<file path="src/rtl/mem_port_arbiter_if.sv">
// rtl/mem_port_arbiter_if.sv - fetch/LSU request ports, RAM port and protection/status bundle
interface mem_port_arbiter_if #(
    parameter int AddrWidth = 32,
    parameter int DataWidth = 32,
    parameter int CntWidth  = 16
);
    logic                   instr_req_i;
    logic [AddrWidth-1:0]   instr_addr_i;
    logic                   instr_gnt_o;
    logic                   instr_rvalid_o;
    logic                   instr_err_o;
    logic [DataWidth-1:0]   instr_rdata_o;

    logic                   data_req_i;
    logic                   data_we_i;
    logic [DataWidth/8-1:0] data_be_i;
    logic [AddrWidth-1:0]   data_addr_i;
    logic [DataWidth-1:0]   data_wdata_i;
    logic                   data_gnt_o;
    logic                   data_rvalid_o;
    logic                   data_err_o;
    logic [DataWidth-1:0]   data_rdata_o;

    logic                   mem_req_o;
    logic                   mem_we_o;
    logic [DataWidth/8-1:0] mem_be_o;
    logic [AddrWidth-1:0]   mem_addr_o;
    logic [DataWidth-1:0]   mem_wdata_o;
    logic                   mem_rvalid_i;
    logic [DataWidth-1:0]   mem_rdata_i;

    logic                   prot_en_i;
    logic [AddrWidth-1:0]   prot_base_i;
    logic [AddrWidth-1:0]   prot_limit_i;
    logic [CntWidth-1:0]    viol_count_o;
    logic [AddrWidth-1:0]   viol_addr_o;
    logic                   proto_err_o;

    modport slave (
        input  instr_req_i, instr_addr_i,
        output instr_gnt_o, instr_rvalid_o, instr_err_o, instr_rdata_o,
        input  data_req_i, data_we_i, data_be_i, data_addr_i, data_wdata_i,
        output data_gnt_o, data_rvalid_o, data_err_o, data_rdata_o,
        output mem_req_o, mem_we_o, mem_be_o, mem_addr_o, mem_wdata_o,
        input  mem_rvalid_i, mem_rdata_i,
        input  prot_en_i, prot_base_i, prot_limit_i,
        output viol_count_o, viol_addr_o, proto_err_o
    );

    modport master (
        output instr_req_i, instr_addr_i,
        input  instr_gnt_o, instr_rvalid_o, instr_err_o, instr_rdata_o,
        output data_req_i, data_we_i, data_be_i, data_addr_i, data_wdata_i,
        input  data_gnt_o, data_rvalid_o, data_err_o, data_rdata_o,
        input  mem_req_o, mem_we_o, mem_be_o, mem_addr_o, mem_wdata_o,
        output mem_rvalid_i, mem_rdata_i,
        output prot_en_i, prot_base_i, prot_limit_i,
        input  viol_count_o, viol_addr_o, proto_err_o
    );
endinterface

</file>
<file path="src/rtl/mem_port_arbiter.sv">
// rtl/mem_port_arbiter.sv - two-port (fetch/LSU) arbiter onto a single-port RAM with write protection
module mem_port_arbiter #(
    parameter int AddrWidth = 32,
    parameter int DataWidth = 32,
    parameter int CntWidth  = 16
) (
    input  logic              clk_i,
    input  logic              rst_ni,
    mem_port_arbiter_if.slave bus
);
    typedef enum logic [1:0] {RESP_NONE, RESP_INSTR, RESP_DATA, RESP_ERR} resp_e;
    typedef enum logic {PRIO_INSTR, PRIO_DATA} prio_e;

    resp_e                resp_q, resp_d;
    prio_e                prio_q, prio_d;
    logic [CntWidth-1:0]  viol_count_q;
    logic [AddrWidth-1:0] viol_addr_q;
    logic                 proto_err_q;
    logic                 drop_q;

    logic gnt_instr, gnt_data, in_range, blocked, stray;

    always_comb begin
        gnt_data  = 1'b0;
        gnt_instr = 1'b0;
        in_range  = 1'b0;
        blocked   = 1'b0;
        resp_d    = RESP_NONE;
        prio_d    = prio_q;

        gnt_data  = rst_ni && bus.data_req_i && (!bus.instr_req_i || prio_q == PRIO_DATA);
        gnt_instr = rst_ni && bus.instr_req_i && !gnt_data;
        // A base above the limit yields no match, i.e. an empty range.
        in_range  = (bus.data_addr_i >= bus.prot_base_i) && (bus.data_addr_i <= bus.prot_limit_i);
        blocked   = gnt_data && bus.data_we_i && bus.prot_en_i && in_range;

        if (gnt_instr) begin
            resp_d = RESP_INSTR;
        end else if (blocked) begin
            resp_d = RESP_ERR;
        end else if (gnt_data) begin
            resp_d = RESP_DATA;
        end

        if (rst_ni && bus.instr_req_i && bus.data_req_i) begin
            prio_d = (prio_q == PRIO_DATA) ? PRIO_INSTR : PRIO_DATA;
        end
    end

    always_comb begin
        bus.instr_gnt_o = gnt_instr;
        bus.data_gnt_o  = gnt_data;
        bus.mem_req_o   = gnt_instr || (gnt_data && !blocked);
        bus.mem_we_o    = gnt_data && bus.data_we_i;
        bus.mem_be_o    = '0;
        bus.mem_addr_o  = '0;
        bus.mem_wdata_o = '0;
        if (gnt_instr) begin
            bus.mem_be_o   = '1;
            bus.mem_addr_o = bus.instr_addr_i;
        end else if (gnt_data) begin
            bus.mem_be_o    = bus.data_be_i;
            bus.mem_addr_o  = bus.data_addr_i;
            bus.mem_wdata_o = bus.data_wdata_i;
        end
    end

    // Responses are suppressed while reset is low so an in-flight one is lost.
    always_comb begin
        bus.instr_rvalid_o = rst_ni && (resp_q == RESP_INSTR) && bus.mem_rvalid_i;
        bus.instr_rdata_o  = (resp_q == RESP_INSTR) ? bus.mem_rdata_i : '0;
        bus.instr_err_o    = 1'b0;
        bus.data_rvalid_o  = rst_ni && (((resp_q == RESP_DATA) && bus.mem_rvalid_i) ||
                                        (resp_q == RESP_ERR));
        bus.data_rdata_o   = (resp_q == RESP_DATA) ? bus.mem_rdata_i : '0;
        bus.data_err_o     = rst_ni && (resp_q == RESP_ERR);
        bus.viol_count_o   = viol_count_q;
        bus.viol_addr_o    = viol_addr_q;
        bus.proto_err_o    = proto_err_q;
    end

    // drop_q covers a RAM response still in flight across the reset edge.
    assign stray = bus.mem_rvalid_i && !drop_q &&
                   ((resp_q == RESP_NONE) || (resp_q == RESP_ERR));

    always_ff @(posedge clk_i) begin
        if (!rst_ni) begin
            resp_q       <= RESP_NONE;
            prio_q       <= PRIO_DATA;
            viol_count_q <= '0;
            viol_addr_q  <= '0;
            proto_err_q  <= 1'b0;
            drop_q       <= 1'b1;
        end else begin
            resp_q <= resp_d;
            prio_q <= prio_d;
            drop_q <= 1'b0;
            if (blocked) begin
                viol_addr_q <= bus.data_addr_i;
                if (viol_count_q != '1) begin
                    viol_count_q <= viol_count_q + 1'b1;
                end
            end
            if (stray) begin
                proto_err_q <= 1'b1;
            end
        end
    end
endmodule
</file>
<file path="src/flat_wrapper.sv">
// flat-port wrapper written by rule: the top's interface ports become plain ports
module mem_port_arbiter_flat 
#(
    parameter int AddrWidth = 32,
    parameter int DataWidth = 32,
    parameter int CntWidth  = 16
)
  (clk_i, rst_ni, bus_instr_req_i, bus_instr_addr_i, bus_instr_gnt_o, bus_instr_rvalid_o, bus_instr_err_o, bus_instr_rdata_o, bus_data_req_i, bus_data_we_i, bus_data_be_i, bus_data_addr_i, bus_data_wdata_i, bus_data_gnt_o, bus_data_rvalid_o, bus_data_err_o, bus_data_rdata_o, bus_mem_req_o, bus_mem_we_o, bus_mem_be_o, bus_mem_addr_o, bus_mem_wdata_o, bus_mem_rvalid_i, bus_mem_rdata_i, bus_prot_en_i, bus_prot_base_i, bus_prot_limit_i, bus_viol_count_o, bus_viol_addr_o, bus_proto_err_o);
  mem_port_arbiter_if #(.AddrWidth(AddrWidth), .DataWidth(DataWidth), .CntWidth(CntWidth)) bus_i ();
  input  logic clk_i;
  input  logic rst_ni;
  input wire logic [$bits(bus_i.instr_req_i)-1:0] bus_instr_req_i;
  input wire logic [$bits(bus_i.instr_addr_i)-1:0] bus_instr_addr_i;
  output wire logic [$bits(bus_i.instr_gnt_o)-1:0] bus_instr_gnt_o;
  output wire logic [$bits(bus_i.instr_rvalid_o)-1:0] bus_instr_rvalid_o;
  output wire logic [$bits(bus_i.instr_err_o)-1:0] bus_instr_err_o;
  output wire logic [$bits(bus_i.instr_rdata_o)-1:0] bus_instr_rdata_o;
  input wire logic [$bits(bus_i.data_req_i)-1:0] bus_data_req_i;
  input wire logic [$bits(bus_i.data_we_i)-1:0] bus_data_we_i;
  input wire logic [$bits(bus_i.data_be_i)-1:0] bus_data_be_i;
  input wire logic [$bits(bus_i.data_addr_i)-1:0] bus_data_addr_i;
  input wire logic [$bits(bus_i.data_wdata_i)-1:0] bus_data_wdata_i;
  output wire logic [$bits(bus_i.data_gnt_o)-1:0] bus_data_gnt_o;
  output wire logic [$bits(bus_i.data_rvalid_o)-1:0] bus_data_rvalid_o;
  output wire logic [$bits(bus_i.data_err_o)-1:0] bus_data_err_o;
  output wire logic [$bits(bus_i.data_rdata_o)-1:0] bus_data_rdata_o;
  output wire logic [$bits(bus_i.mem_req_o)-1:0] bus_mem_req_o;
  output wire logic [$bits(bus_i.mem_we_o)-1:0] bus_mem_we_o;
  output wire logic [$bits(bus_i.mem_be_o)-1:0] bus_mem_be_o;
  output wire logic [$bits(bus_i.mem_addr_o)-1:0] bus_mem_addr_o;
  output wire logic [$bits(bus_i.mem_wdata_o)-1:0] bus_mem_wdata_o;
  input wire logic [$bits(bus_i.mem_rvalid_i)-1:0] bus_mem_rvalid_i;
  input wire logic [$bits(bus_i.mem_rdata_i)-1:0] bus_mem_rdata_i;
  input wire logic [$bits(bus_i.prot_en_i)-1:0] bus_prot_en_i;
  input wire logic [$bits(bus_i.prot_base_i)-1:0] bus_prot_base_i;
  input wire logic [$bits(bus_i.prot_limit_i)-1:0] bus_prot_limit_i;
  output wire logic [$bits(bus_i.viol_count_o)-1:0] bus_viol_count_o;
  output wire logic [$bits(bus_i.viol_addr_o)-1:0] bus_viol_addr_o;
  output wire logic [$bits(bus_i.proto_err_o)-1:0] bus_proto_err_o;
  assign bus_i.instr_req_i = bus_instr_req_i;
  assign bus_i.instr_addr_i = bus_instr_addr_i;
  assign bus_instr_gnt_o = bus_i.instr_gnt_o;
  assign bus_instr_rvalid_o = bus_i.instr_rvalid_o;
  assign bus_instr_err_o = bus_i.instr_err_o;
  assign bus_instr_rdata_o = bus_i.instr_rdata_o;
  assign bus_i.data_req_i = bus_data_req_i;
  assign bus_i.data_we_i = bus_data_we_i;
  assign bus_i.data_be_i = bus_data_be_i;
  assign bus_i.data_addr_i = bus_data_addr_i;
  assign bus_i.data_wdata_i = bus_data_wdata_i;
  assign bus_data_gnt_o = bus_i.data_gnt_o;
  assign bus_data_rvalid_o = bus_i.data_rvalid_o;
  assign bus_data_err_o = bus_i.data_err_o;
  assign bus_data_rdata_o = bus_i.data_rdata_o;
  assign bus_mem_req_o = bus_i.mem_req_o;
  assign bus_mem_we_o = bus_i.mem_we_o;
  assign bus_mem_be_o = bus_i.mem_be_o;
  assign bus_mem_addr_o = bus_i.mem_addr_o;
  assign bus_mem_wdata_o = bus_i.mem_wdata_o;
  assign bus_i.mem_rvalid_i = bus_mem_rvalid_i;
  assign bus_i.mem_rdata_i = bus_mem_rdata_i;
  assign bus_i.prot_en_i = bus_prot_en_i;
  assign bus_i.prot_base_i = bus_prot_base_i;
  assign bus_i.prot_limit_i = bus_prot_limit_i;
  assign bus_viol_count_o = bus_i.viol_count_o;
  assign bus_viol_addr_o = bus_i.viol_addr_o;
  assign bus_proto_err_o = bus_i.proto_err_o;
  mem_port_arbiter #(.AddrWidth(AddrWidth), .DataWidth(DataWidth), .CntWidth(CntWidth)) u_core (.clk_i(clk_i), .rst_ni(rst_ni), .bus(bus_i));
endmodule
</file>
<file path="config.mk">
export PLATFORM = sky130hd
export DESIGN_NAME = mem_port_arbiter_flat
export DESIGN_NICKNAME = d
export VERILOG_FILES = /design/src/rtl/mem_port_arbiter_if.sv /design/src/rtl/mem_port_arbiter.sv /design/src/flat_wrapper.sv
export SDC_FILE = /design/constraint.sdc
export NUM_CORES = 1
export LEC_CHECK = 0
export BUFFER_PORTS_ARGS = -buffer_cell sky130_fd_sc_hd__buf_4
export CORE_AREA = 2 2 154 156
export DETAILED_ROUTE_END_ITERATION = 10
export DIE_AREA = 0 0 156 158
export GPL_ROUTABILITY_DRIVEN = 0
export REMOVE_ABC_BUFFERS = 1
export SYNTH_ARGS = -nofsm -noshare
export SYNTH_HDL_FRONTEND = slang
export SYNTH_SLANG_ARGS = --single-unit
</file>
<file path="constraint.sdc">
create_clock -name clk_i -period 7.1 [get_ports clk_i]
set_input_delay 0.355 -clock clk_i [delete_from_list [all_inputs] [get_ports clk_i]]
set_output_delay 0.355 -clock clk_i [all_outputs]
set_load 0.01 [all_outputs]
</file>
==> results.py <==
metrics = {
    "logic_synthesis": {
        "postSynthCellCount": 647,
        "synth_area_leader_cell": "dfxtp_1",
        "synth_area_um2": 4800,
        "ys_seq_elements": 53,
        "async_flop_share_pct": 0,
        "synth_edf_count": 0,
        "yosysWarnings": 0,
        "synth_top_flop_cell": "dfxtp_1",
        "avgSynthCellArea_um2": 7.42,
        "ys_seq_area_share_pct": 22.1,
        "synth_top_area_share_pct": 22.1,
        "ys_top_cells_by_area": "dfxtp_1, ha_1, and2_1",
        "yosysUniqueCellTypes": 49,
    },
    "worst_setup_path": {
        "crit_fanout": 21,
        "cpMostUsedCell": "buf_4",
        "path_delay_family": "compound AO/OA/AOI/OAI gates",
        "cp-start-kind": "input port",
        "reg2reg_to": "u_core.bus.viol_addr_o[9]",
        "path_buf_inv": 3,
        "crit_slowest_cell": "o41ai_1",
        "r2r_slack_ns": 4.27,
        "ff2ff_path_depth": 8,
        "cp_cell_sequence": "buf_4 -> inv_1 -> ha_1 -> nand2b_1 -> a2111oi_0 -> o32ai_1 -> o41ai_1 -> a211o_2 -> a21o_1 -> buf_4",
        "crit_arrival_ns": 3.30,
        "cp-end-kind": "primary output",
        "critPathKind": "in -> out",
        "r2r_start": "u_core.prio_q",
        "cp_data_required_time_ns": 6.74,
        "max_stage_delay_ns": 0.87,
    },
    "timing": {
        "setup_viol": 0,
        "maxSlewHeadroom_pct": 28.2,
        "fmax_ghz": 0.274,
        "rsz0062_at_grt": "no",
        "drv_slew": 0,
        "hold_violations": 0,
        "setup_tns_ns": 0,
        "tightest_slew_ns": 1.06,
        "min_period_ns": 3.65,
        "fin_crit_sh_pct": 51.5,
        "clock_skew_ns": 0.00579,
    },
    "routing": {
        "wl_per_cell_um": 16.4,
        "detail_route.first_pass.iterations": 4,
        "drt_iter0_drc": 250,
        "routed_wl_mm": 21.5,
        "drc": 0,
        "ant_nets": 0,
        "vias": 5867,
        "routed_via_density": 4.49,
    },
    "pwr": {
        "peakVddDrop_v": 0.0000749,
        "p_total_mw": 0.963,
        "cellLeakagePower_nw": 4.35,
        "powerDensity_nw_per_um2": 117,
    },
    "floorplan": {
        "die_y_um": 158,
        "core_um2": 23100,
        "num_rows": 56,
        "die_w_um": 156,
        "io_pins": 392,
        "start_util_pct": 20.8,
        "fp.dieArea_um2": 24600,
    },
    "run": {
        "cap_violations": 0,
    },
    "placement": {
        "dpl.hpwl_mm": 18.1,
        "io_buffers": 390,
        "place_inst": 1298,
    },
    "cts": {
        "cts.reportedPaths.clkPinSlew_ns": 0.08,
        "cts-root-buf": "clkbuf_16",
        "clk_latency_ns": 0.30,
        "holdBufCountCts": 0,
        "cts_tree": "done",
        "post_cts.repair.setup_buffers": 0,
        "cts_buffers": 5,
        "cts-resized-gates": 0,
        "clkSinkCount": 53,
        "htreeDepth": 2,
        "clockBufferDepth": 2,
    },
    "finish": {
        "layoutNonFillerInstCount": 1307,
        "drive_above_1_share_pct": 40.3,
        "fin_nets": 1286,
        "seq_area_um2": 1060,
        "area_growth_pct": 70.8,
        "fillers": 2474,
        "multiInputGateArea_um2": 3350,
    },
    "grt": {
        "use_met3_pct": 3.67,
        "gr-usage-all-layers_pct": 16.5,
        "grt_pass1_wl_mm": 31.3,
        "grt_pass1_vias": 5458,
        "use_met1_pct": 19.2,
        "grtUsageMet2_pct": 30.5,
        "overflow": 0,
        "grt_max_degree": 72,
        "busiest_layer": "met2",
        "antenna_found_initial": 1,
    },
    "hold_path": {
        "hp-class": "in -> reg",
        "hp-start": "bus_data_addr_i[25]",
        "worstHoldPathCells": 3,
        "min_to": "u_core.bus.viol_addr_o[25]",
    },
    "status": {
        "status": "completed",
    },
}
-- routing by layer --
| metal | vias up | routed length, µm |
|---|---|---|
| li1 | 2938 | - |
| met1 | 2661 | 8710 |
| met2 | 253 | 10900 |
| met3 | 15 | 1600 |
| met4 | 0 | 310 |
| met5 | - | 0 |
-- power by group --
part           internal [mW]  total, mW  switching, mW  leakage, nW
registers              0.301      0.303        0.00251        0.428
clock network          0.204      0.330          0.126       0.0944
logic                  0.179      0.330          0.151         3.82
total                  0.683      0.963          0.279         4.35
-- synthesized netlist by cell type (2+ instances only) --
cell type and number:
a211oi_1 3, a21o_1 12, a21oi_1 59, a221o_1 2, a22o_1 32, and2_1 98
and3_1 9, and4_1 2, buf_1 3, buf_2 8, buf_4 2, clkbuf_1 21
dfxtp_1 53, ha_1 68, inv_1 69, mux2i_1 12, nand2_1 93, nand2b_1 13
nand3_1 16, nand4_1 17, nand4b_1 2, nor2_1 14, nor2b_1 4, nor3_1 3
o21a_1 2, o21ai_0 3, o21ai_1 3, or3_1 3
-- registers in the layout, summed over array words and instances (netlist names) --
signal                   cells
u_core.bus.viol_count_o     16
u_core.resp_q                2
u_core.bus.viol_addr_o      32
u_core.drop_q                1
u_core.prio_q                1
u_core.bus.proto_err_o       1
-- cell families after synthesis --
group / synth area share, %
AND/OR/NAND/NOR: 30.7
AO/OA/AOI/OAI: 18.4
buffers and inverters: 8.49
flip-flops: 22.1
other: 0.0781
multiplexers: 2.50
adder cells (fa/ha/maj): 17.7
-- cells in the final DEF (no fill, tap or decap), drive strengths merged, types with 3 or more instances in the layout --
cell type | Yosys | layout
and3 | 9 | 9
or3 | 3 | 3
nor2b | 4 | 4
a22o | 32 | 32
o21ai | 6 | 6
nand4 | 17 | 17
nand3 | 16 | 16
a21o | 12 | 12
a21oi | 59 | 59
clkbuf | 21 | 5
nand2b | 13 | 13
inv | 70 | 71
nor3 | 4 | 4
mux2i | 12 | 12
nand2 | 93 | 93
nor2 | 14 | 14
buf | 13 | 395
ha | 68 | 68
a211oi | 4 | 4
and2 | 98 | 98
dfxtp | 53 | 53
-- per-stage QoR --
stage / worst slack, ns / hold slack, ns / instance area (µm²) / util [%]
after global placement: 3.29 / 0.442 / 8010 / 34.7
after detailed placement: 3.28 / 0.447 / 8010 / 34.7
after global routing: 3.19 / 0.322 / 8200 / 35.6
final: 3.45 / 0.316 / 8200 / 35.6
after CTS: 3.30 / 0.308 / 8200 / 35.6
after floorplan: 2.26 / 0.431 / 4660 / -
-- worst max path at each step --
stage                                            end          startpoint  depth (start not counted)  slack (ns)
final                                  bus_mem_req_o  bus_data_addr_i[0]                         10        3.45
after global routing                   bus_mem_req_o  bus_data_addr_i[0]                         10        3.19
after CTS                              bus_mem_req_o  bus_data_addr_i[0]                         10        3.30
after detailed placement  u_core.bus.viol_addr_o[23]  bus_data_addr_i[0]                         11        3.28
after global placement     u_core.bus.viol_addr_o[1]  bus_data_addr_i[0]                         11        3.29
after floorplan           u_core.bus.viol_count_o[1]       u_core.prio_q                          7        2.26
-- final cells by class --
cell class / instances / area share (%)
clock buffers: 5 / 1.53
inverters: 70 / 3.20
flip-flops and latches: 53 / 12.9
well taps: 290 / 4.42
clock inverters: 3 / 0.839
repair buffers: 395 / 36.2
multi-input cells: 490 / 40.9
diodes: 1 / 0.0305
-- tightest hold or removal path, delay by kind of cell --
kind                   cells  cell delay, ns
AOI/OAI and AO/OA          1            0.05
and+or+nand+nor            1            0.05
buffers and inverters      1            0.12
Note: power is estimated with default switching activity, not from simulation.
